$ cat src/rtl/multdiv_pkg.sv
// Shared types and defaults for the mult/div issue/hold stage.
// Optional build macro used by multdiv_issue: MULTDIV_FASTZERO_EN.
package multdiv_pkg;

  // Issue stage FSM states
  typedef enum logic [1:0] {
    ST_IDLE   = 2'd0,
    ST_LAUNCH = 2'd1,
    ST_WAIT   = 2'd2,
    ST_DONE   = 2'd3
  } state_e;

  // Operation encoding on in_op
  localparam logic OP_MULT = 1'b0;
  localparam logic OP_DIV  = 1'b1;

  // Default parameter values
  localparam int          DEF_TIMEOUT       = 64;
  localparam logic [4:0]  DEF_EXC_REG       = 5'd30;
  localparam logic [31:0] DEF_MULT_EXC_CODE = 32'd4;
  localparam logic [31:0] DEF_DIV_EXC_CODE  = 32'd5;

  // Writeback payload
  typedef struct packed {
    logic [4:0]  rd;
    logic [31:0] data;
    logic        exc;
  } wb_t;

  // Build the exception completion for the given op
  function automatic wb_t exc_completion(
    input logic        op,
    input logic [4:0]  exc_reg,
    input logic [31:0] mult_code,
    input logic [31:0] div_code
  );
    wb_t r;
    r.rd   = exc_reg;
    r.data = (op == OP_DIV) ? div_code : mult_code;
    r.exc  = 1'b1;
    return r;
  endfunction

endpackage

$ cat src/rtl/multdiv_timer.sv
// Launch-to-ready watchdog counter for the mult/div issue stage.
// tc flags the WAIT cycle whose closing edge brings the count to TIMEOUT-1.
// TIMEOUT must be at least 2.
module multdiv_timer
  import multdiv_pkg::*;
#(
  parameter int TIMEOUT = DEF_TIMEOUT
) (
  input  logic clk,
  input  logic reset,
  input  logic clr,
  input  logic en,
  output logic tc
);

  localparam int             CW     = (TIMEOUT > 2) ? $clog2(TIMEOUT) : 1;
  localparam logic [CW-1:0]  TC_VAL = CW'(TIMEOUT - 2);
  localparam logic [CW-1:0]  ONE    = CW'(1);

  logic [CW-1:0] count_r;

  // Cycle counter: cleared on launch, counts while waiting, holds otherwise
  always_ff @(posedge clk) begin
    if (reset) begin
      count_r <= '0;
    end else if (clr) begin
      count_r <= '0;
    end else if (en) begin
      count_r <= count_r + ONE;
    end else begin
      count_r <= count_r;
    end
  end

  assign tc = en && (count_r == TC_VAL);

endmodule

$ cat src/rtl/multdiv_issue.sv
// Issue/hold stage in front of the iterative multiplier and divider.
// Latches one op, fires a one-cycle start pulse, holds operands stable,
// waits for the unit (or a timeout) and presents the result to writeback.
// Optional build macro: MULTDIV_FASTZERO_EN (div by zero completes in IDLE).
module multdiv_issue
  import multdiv_pkg::*;
#(
  parameter int          TIMEOUT       = DEF_TIMEOUT,
  parameter logic [4:0]  EXC_REG       = DEF_EXC_REG,
  parameter logic [31:0] MULT_EXC_CODE = DEF_MULT_EXC_CODE,
  parameter logic [31:0] DIV_EXC_CODE  = DEF_DIV_EXC_CODE
) (
  input  logic        clk,
  input  logic        reset,
  input  logic        in_valid,
  input  logic        in_op,
  input  logic [31:0] in_a,
  input  logic [31:0] in_b,
  input  logic [4:0]  in_rd,
  input  logic        flush,
  output logic        stall,
  output logic [31:0] unit_a,
  output logic [31:0] unit_b,
  output logic        ctrl_MULT,
  output logic        ctrl_DIV,
  input  logic [31:0] unit_result,
  input  logic        unit_exception,
  input  logic        unit_rdy,
  output logic        wb_valid,
  output logic [4:0]  wb_rd,
  output logic [31:0] wb_data,
  output logic        wb_exception,
  input  logic        wb_ack
);

  state_e      state_r;
  state_e      state_n;
  logic        accept_s;
  logic        fastzero_s;
  logic        tmr_clr_s;
  logic        tmr_en_s;
  logic        tmr_tc_s;

  logic        op_r;
  logic [4:0]  rd_r;
  logic [31:0] a_r;
  logic [31:0] b_r;

  wb_t         wb_r;
  wb_t         wb_n;
  logic        wb_valid_r;
  logic        wb_valid_n;
  logic        stall_r;
  logic        stall_n;
  logic        mult_r;
  logic        mult_n;
  logic        div_r;
  logic        div_n;

  assign tmr_clr_s = (state_r == ST_LAUNCH);
  assign tmr_en_s  = (state_r == ST_WAIT);

  multdiv_timer #(
    .TIMEOUT (TIMEOUT)
  ) u_timer (
    .clk   (clk),
    .reset (reset),
    .clr   (tmr_clr_s),
    .en    (tmr_en_s),
    .tc    (tmr_tc_s)
  );

  // State register
  always_ff @(posedge clk) begin
    if (reset) begin
      state_r <= ST_IDLE;
    end else begin
      state_r <= state_n;
    end
  end

  // Next-state logic; flush aborts everything except a finished result
  always_comb begin
    state_n    = state_r;
    accept_s   = 1'b0;
    fastzero_s = 1'b0;
    case (state_r)
      ST_IDLE: begin
        if (in_valid && !flush) begin
          accept_s = 1'b1;
`ifdef MULTDIV_FASTZERO_EN
          if ((in_op == OP_DIV) && (in_b == 32'd0)) begin
            fastzero_s = 1'b1;
            state_n    = ST_DONE;
          end else begin
            state_n    = ST_LAUNCH;
          end
`else
          state_n = ST_LAUNCH;
`endif
        end else begin
          state_n = ST_IDLE;
        end
      end
      ST_LAUNCH: begin
        if (flush) begin
          state_n = ST_IDLE;
        end else begin
          state_n = ST_WAIT;
        end
      end
      ST_WAIT: begin
        if (flush) begin
          state_n = ST_IDLE;
        end else if (unit_rdy || tmr_tc_s) begin
          state_n = ST_DONE;
        end else begin
          state_n = ST_WAIT;
        end
      end
      ST_DONE: begin
        if (wb_ack) begin
          state_n = ST_IDLE;
        end else begin
          state_n = ST_DONE;
        end
      end
      default: begin
        state_n = ST_IDLE;
      end
    endcase
  end

  // Operand/op/destination latch; only an accepted op may change them
  always_ff @(posedge clk) begin
    if (reset) begin
      op_r <= OP_MULT;
      rd_r <= 5'd0;
      a_r  <= 32'd0;
      b_r  <= 32'd0;
    end else if (accept_s) begin
      op_r <= in_op;
      rd_r <= in_rd;
      a_r  <= in_a;
      b_r  <= in_b;
    end else begin
      op_r <= op_r;
      rd_r <= rd_r;
      a_r  <= a_r;
      b_r  <= b_r;
    end
  end

  // Output decode from the next state so every output leaves a flop
  always_comb begin
    stall_n    = (state_n != ST_IDLE);
    mult_n     = (state_n == ST_LAUNCH) && (in_op == OP_MULT);
    div_n      = (state_n == ST_LAUNCH) && (in_op == OP_DIV);
    wb_valid_n = (state_n == ST_DONE);
    wb_n       = '0;
    if (state_n == ST_DONE) begin
      if (state_r == ST_DONE) begin
        wb_n = wb_r;
      end else if (fastzero_s) begin
        wb_n = exc_completion(OP_DIV, EXC_REG, MULT_EXC_CODE, DIV_EXC_CODE);
      end else if (unit_rdy && !unit_exception) begin
        wb_n.rd   = rd_r;
        wb_n.data = unit_result;
        wb_n.exc  = 1'b0;
      end else begin
        // unit-reported exception or watchdog expiry
        wb_n = exc_completion(op_r, EXC_REG, MULT_EXC_CODE, DIV_EXC_CODE);
      end
    end else begin
      wb_n = '0;
    end
  end

  // Output registers
  always_ff @(posedge clk) begin
    if (reset) begin
      stall_r    <= 1'b0;
      mult_r     <= 1'b0;
      div_r      <= 1'b0;
      wb_valid_r <= 1'b0;
      wb_r       <= '0;
    end else begin
      stall_r    <= stall_n;
      mult_r     <= mult_n;
      div_r      <= div_n;
      wb_valid_r <= wb_valid_n;
      wb_r       <= wb_n;
    end
  end

  assign stall        = stall_r;
  assign ctrl_MULT    = mult_r;
  assign ctrl_DIV     = div_r;
  assign unit_a       = a_r;
  assign unit_b       = b_r;
  assign wb_valid     = wb_valid_r;
  assign wb_rd        = wb_r.rd;
  assign wb_data      = wb_r.data;
  assign wb_exception = wb_r.exc;

endmodule

$ cat config.mk
export PLATFORM = sky130hd
export DESIGN_NAME = multdiv_issue
export DESIGN_NICKNAME = d
export VERILOG_FILES = /design/src/rtl/multdiv_pkg.sv /design/src/rtl/multdiv_timer.sv /design/src/rtl/multdiv_issue.sv
export SDC_FILE = /design/constraint.sdc
export NUM_CORES = 1
export LEC_CHECK = 0
export BUFFER_PORTS_ARGS = -buffer_cell sky130_fd_sc_hd__clkbuf_2
export CORE_MARGIN = 5
export CORE_UTILIZATION = 31
export DETAILED_ROUTE_END_ITERATION = 10
export HOLD_SLACK_MARGIN = 0.1
export SLEW_MARGIN = 20
export SYNTH_ARGS = -nofsm -noshare
export SYNTH_HDL_FRONTEND = slang
export SYNTH_SLANG_ARGS = --single-unit
$ cat constraint.sdc
create_clock -name clk -period 2.4 [get_ports clk]
set_input_delay 0.36 -clock clk [delete_from_list [all_inputs] [get_ports clk]]
set_output_delay 0.36 -clock clk [all_outputs]
set_load 0.01 [all_outputs]
==> metrics.cfg, run 1 <==
[timing]
rsz0062_at_grt = false
max_freq_ghz = 0.5727
slew_headroom = 0.7016
hold_viol_final = 0
setup_tns_ps = 0
fin_crit_sh = 0.7275
drv_slew = 0
setup_ws_ps = 654.0
setup_viol = 0
tightest_slew_ps = 447.6
hold-worst-slack_ps = 175.7
finClkSkew_ps = 5.171
fin_crit_ps = 1746

[clock_network]
clk_root_buffer_cell = clkbuf_16
numCtsBuffers = 17
cts_tree = yes
cts_resized = 0
clock_latency_ps = 400
hold_buffers = 0
htreeDepth = 4
clock-sinks = 120
clockBufferDepth = 2
clk_pin_slew_ps = 50
cts_setup_buffers = 0

[die]
die_height_microns = 126.7
die_x_microns = 126.7
ios = 215
rows = 42
core_sq_um = 13300
die_area_sq_um = 16050
floorplan.initialDensity = 0.3174

[job]
drv_cap = 0

[power]
p_sw_w = 0.001085
p_leak_nw = 2.724
p_clk_frac = 0.534
p_int_w = 0.004194
sw_frac_of_total = 0.2056
seqPwrFrac = 0.396
combPwrFrac = 0.070
ir_worst_vdd_v = 0.0004693
power_density_nw_per_um2 = 869.6

[placement]
dp_cells = 859
hpwl_microns = 9052
finalWeightedCongestion = 0.8446
io_buffers = 214
dp_slack_ps = 660.9

[global_route]
grt_pass1_vias = 3988
antenna_found_initial = 0
grt_max_degree = 77
grt_overflow = 0
grt_use_total = 0.1506
grt_pass1_wl_microns = 19530

[drt]
wirelength_microns = 12210
via_per_inst = 4.629
drt_iter0_drc = 152
avgRoutedWirePerCell_microns = 13.72
ant_nets = 0
num_vias = 4120
dr.pass1.iters = 4
route.detailed.drc = 0

[worst_setup_path]
path_max_fanout = 39
required_ps = 2670
crit_path_end_kind = flip-flop
rrSetupSlack_ps = 650
arrival_ps = 2020
worst-r2r-cell-count = 5
crit_type = reg -> reg
setup.worst_path.start_class = flip-flop

[status]
status = finished clean

[yosys]
ys_ff_latch = 120
avgSynthCellArea_sq_um = 8.458
synth_warnings = 0
syn_area_sq_um = 4220
synth_nets = 610
ys_seq_area_frac = 0.5692
ys_types = 34
synth_cells = 499

[final_layout]
drive_above_1_share = 0.3571
nets = 813
final_cell_mix = clkbuf_2 (214), nand2_1 (144), dfxtp_1 (120)
final_common_cell = clkbuf_2
syn2layout_area_growth_pct = 43.85
diodes = 0
layoutNonFillerInstCount = 890

[min_path]
min_path_cells = 3
hold_path.class = in -> reg

logic make-up after synthesis:
| family | Yosys count | share of synthesized area |
|---|---|---|
| adders and majority gates | 2 | 0.005928 |
| AOI/OAI and AO/OA | 119 | 0.1672 |
| xor gates and xnor gates | 4 | 0.008303 |
| muxes | 2 | 0.004744 |
| and+or+nand+nor | 210 | 0.1975 |
| DFF | 120 | 0.5692 |
| buffers and inverters | 42 | 0.04714 |
power groups by stage:
| stage | Combinational, W | Clock [W] | Sequential [W] |
|---|---|---|---|
| after floorplan | 0.000166 | 0 | 0.00215 |
| after global placement | 0.000372 | 0 | 0.00213 |
| after detailed placement | 0.000377 | 0 | 0.00213 |
| after CTS | 0.000379 | 0.00288 | 0.00209 |
| after global routing | 0.000416 | 0.00297 | 0.00210 |
| final | 0.000371 | 0.00282 | 0.00209 |
synth_stat cells (all sizes together):
master / instances / area share
xnor2: 1 / 0.0021
and4: 1 / 0.0021
nand4: 1 / 0.0015
a22oi: 31 / 0.055
a32oi: 1 / 0.0021
and3: 2 / 0.0030
mux2i: 2 / 0.0047
ha: 2 / 0.0059
inv: 4 / 0.0036
o31ai: 1 / 0.0030
and3b: 1 / 0.0021
nand2: 144 / 0.13
o211ai: 1 / 0.0030
dfxtp: 120 / 0.57
nor4: 1 / 0.0015
nand2b: 2 / 0.0030
a211oi: 1 / 0.0018
nand3b: 1 / 0.0018
and2: 3 / 0.0044
nor2: 49 / 0.044
a21oi: 73 / 0.087
clkbuf: 21 / 0.019
o22ai: 5 / 0.0074
o21a: 2 / 0.0036
o21ai: 4 / 0.0047
nor2b: 2 / 0.0030
xor2: 3 / 0.0062
buf: 17 / 0.025
nand3: 3 / 0.0036
worst max-delay path, cell delays in order (launching register included):
cell and delay, ps:
dfxtp_1 510, and3b_1 260, and4_1 220, o211ai_2 140, buf_4 370, nor2_1 100
state kept, by name (all words and copies together), names as in the netlist, 2 cells and up:
signal / flops
u_timer.count_r: 6
wb_data: 32
wb_rd: 5
unit_b: 32
state_r: 2
unit_a: 32
rd_r: 5
per-layer routing:
metal | vias up | part of all wire | track usage | routed length (microns)
li1 | 2066 | - | - | -
met4 | 0 | 0.019 | 0.06246 | 228
met1 | 1840 | 0.42 | 0.1814 | 5133
met5 | - | 0 | 0 | 0
met3 | 17 | 0.13 | 0.07566 | 1566
met2 | 197 | 0.43 | 0.2279 | 5285
path summary, 6_finish.rpt:
kind | to | startpoint
max | wb_data[25] | state_r[0]
min | unit_b[21] | in_b[21]
max reg2reg | wb_data[25] | state_r[0]
min reg2reg | unit_b[15] | unit_b[15]
metrics by stage:
| step | area (sq um) | power, W | util |
|---|---|---|---|
| global route | 6071 | 0.005486 | 0.4566 |
| floorplan | 4220 | 0.002318 | - |
| finish | 6071 | 0.005279 | 0.4566 |
| global placement | 5406 | 0.002500 | 0.4066 |
| CTS | 6071 | 0.005354 | 0.4566 |
| detailed placement | 5406 | 0.002509 | 0.4066 |
final cells by class:
| type | count | area [sq um] |
|---|---|---|
| fillers | 1372 | 7224 |
| multi-input cells | 337 | 1625 |
| flip-flops and latches | 120 | 2402 |
| clock inverters | 7 | 162.7 |
| clock buffers | 24 | 501.7 |
| well taps | 176 | 220.2 |
| inverters | 4 | 15.01 |
| repair buffers | 222 | 1144 |
(Power assumes the default switching activity.)
==> run 2, diff against run 1 <==
Clock period 2.4 ns to 1.45 ns, I/O delays scaled along.
==> run 2 against run 1 <==
The flow now finishes with violations (setup timing); final area grew 25%; clock skew grew 1.5 ps; worst hold slack lost 2.1 ps; power grew 71%; flip-flop and latch count is the same; clock power grew 62%; core utilization grew 11 points; global-route usage grew 2.3 points; worst setup slack lost 710 ps; cell count grew 14%; critical endpoint is now wb_data[2]; highest routed layer is now met5.
==> metrics.cfg, run 2 (synthesis results as in run 1) <==
[min_path]
worstHoldStart = reset  ; was in_b[21]
holdPathEnd = state_r[0]  ; was unit_b[21]
min_path_cells = 3  ; unchanged
hold_path.class = in -> reg  ; unchanged

[timing]
fin_crit_ps = 1502  ; was 1746 ps
max_freq_ghz = 0.6658  ; was 0.5727 GHz
fin_crit_sh = 1.036  ; was 0.7275
hold-worst-slack_ps = 173.6  ; was 175.7 ps
finClkSkew_ps = 6.680  ; was 5.171 ps
setup_ws_ps = -51.96  ; was 654.0 ps
drv_slew = 0  ; unchanged
slew_headroom = 0.6561  ; was 0.7016
rsz0062_at_grt = true  ; was false
tightest_slew_ps = 515.8  ; was 447.6 ps
hold_viol_final = 0  ; unchanged
setup_viol = 43  ; was 0

[die]
die_height_microns = 126.7  ; unchanged
die_x_microns = 126.7  ; unchanged
ios = 215  ; unchanged
die_area_sq_um = 16050  ; unchanged
floorplan.initialDensity = 0.3174  ; unchanged
rows = 42  ; unchanged
core_sq_um = 13300  ; unchanged

[worst_setup_path]
r2r_start = state_r[0]  ; unchanged
crit_type = reg -> reg  ; unchanged
worst-r2r-cell-count = 7  ; was 5
required_ps = 1740  ; was 2670 ps
rrSetupSlack_ps = -50  ; was 650 ps
regToRegEndpoint = wb_data[2]  ; was wb_data[25]
arrival_ps = 1790  ; was 2020 ps
path_max_fanout = 10  ; was 39
setup.worst_path.start_class = flip-flop  ; unchanged
crit_path_end_kind = flip-flop  ; unchanged

[drt]
drt_iter0_drc = 193  ; was 152
via_per_inst = 4.646  ; was 4.629
dr.pass1.iters = 5  ; was 4
wirelength_microns = 15450  ; was 12210 microns
avgRoutedWirePerCell_microns = 15.16  ; was 13.72 microns
ant_nets = 0  ; unchanged
num_vias = 4734  ; was 4120
route.detailed.drc = 0  ; unchanged

[final_layout]
final_area_sq_um = 7587  ; was 6071 sq um
layoutNonFillerInstCount = 1019  ; was 890
final_common_cell = clkbuf_2  ; unchanged
nets = 941  ; was 813
syn2layout_area_growth_pct = 79.78  ; was 43.85%
diodes = 0  ; unchanged
drive_above_1_share = 0.3535  ; was 0.3571
final_cell_mix = clkbuf_2 (214), nand2_1 (143), dfxtp_1 (117)  ; was clkbuf_2 (214), nand2_1 (144), dfxtp_1 (120)

[clock_network]
numCtsBuffers = 17  ; unchanged
clk_root_buffer_cell = clkbuf_16  ; unchanged
clockBufferDepth = 2  ; unchanged
clock_latency_ps = 400  ; about the same
cts_tree = yes  ; unchanged
clock-sinks = 120  ; unchanged
clk_pin_slew_ps = 60  ; was 50 ps
htreeDepth = 4  ; unchanged

[placement]
finalWeightedCongestion = 0.8521  ; was 0.8446
post_dp_cell_area_sq_um = 5575  ; was 5406 sq um
hpwl_microns = 9082  ; was 9052 microns
dp_cells = 871  ; was 859
dp_slack_ps = -79.72  ; was 660.9 ps
io_buffers = 214  ; unchanged

[global_route]
grt_pass1_wl_microns = 22730  ; was 19530 microns
grt_use_total = 0.1735  ; was 0.1506
grt_pass1_vias = 4685  ; was 3988
grt_overflow = 0  ; unchanged
antenna_found_initial = 1  ; was 0
grt_max_degree = 51  ; was 77

[power]
p_leak_nw = 3.373  ; was 2.724 nW
totalPowerFinal_w = 0.009015  ; was 0.005279 W
ir_worst_vdd_v = 0.0007428  ; was 0.0004693 V
power_density_nw_per_um2 = 1188  ; was 869.6 nW/um^2

[job]
drv_cap = 0  ; unchanged

[status]
violations = setup timing
status = complete, but fails checks  ; was finished clean

-- run 2: cell types whose count changed in the layout (fill, tap and decap cells not counted), moves of 2 or more --
cell,previous run,this run
clkinv_4,0,3
clkbuf_16,17,23
clkinv_2,1,3
dfxtp_4,0,2
buf_12,1,8
dlygate4sd3_1,0,101
dfxtp_1,120,117
buf_6,0,6
clkbuf_8,5,1
nor2_4,0,3
nor2_1,49,45
buf_4,7,14
-- run 2: worst max-delay path by stage --
stage             endpoint                from  slack [ps]
6_report        wb_data[2]          state_r[0]         -50
5_1_grt         wb_data[3]  u_timer.count_r[0]        -120
4_1_cts         wb_data[0]          state_r[0]         -40
3_5_place_dp    wb_data[0]          state_r[1]         -80
3_3_place_gp    wb_data[0]          state_r[1]          20
2_1_floorplan  wb_data[26]          state_r[0]           9
-- run 2: repair_timing --
action / 4_1_cts / 5_1_grt
pin swaps: 0 / 4
buffers inserted: 0 / 4
hold buffers: 101 / 0
resized for setup: 5 / 22
endpoints found under the setup margin: 88 / 95
endpoints found under the hold margin: 102 / 0
cloned: 0 / 11
-- run 2: metal layers --
metal	share of wire	track usage	wire [microns]
met1	0.40	0.2017	6190
met2	0.48	0.2839	7465
met3	0.10	0.07062	1553
met4	0.015	0.07129	225
met5	0.00071	0	11
-- run 2: report_power, final --
group          internal [W]  total, W  switching [W]
clock network       0.00309   0.00457        0.00148
logic              0.000531  0.000985       0.000455
registers           0.00340   0.00346      0.0000574
-- run 2: through the flow --
stage	setup TNS (ps)	util
after floorplan	0	-
after global placement	0	0.4193
after detailed placement	-2753	0.4193
after CTS	-686.6	0.5454
after global routing	-4376	0.5707
final	-1256	0.5707
-- run 2: area by class of cell --
cell class,instances,area (sq um)
clock inverters,12,198.9
multi-input cells,337,1715
clock buffers,20,446.7
inverters,4,15.01
fillers,1071,5708
well taps,176,220.2
repair buffers,350,2580
flip-flops and latches,120,2411
-- run 2: worst max-delay path: stages (launching register included) --
cell and delay (ps):
dfxtp_4 360, buf_6 130, nand3b_1 180, o31ai_4 140
o211ai_4 220, buf_12 150, clkbuf_16 150, nor2_1 50
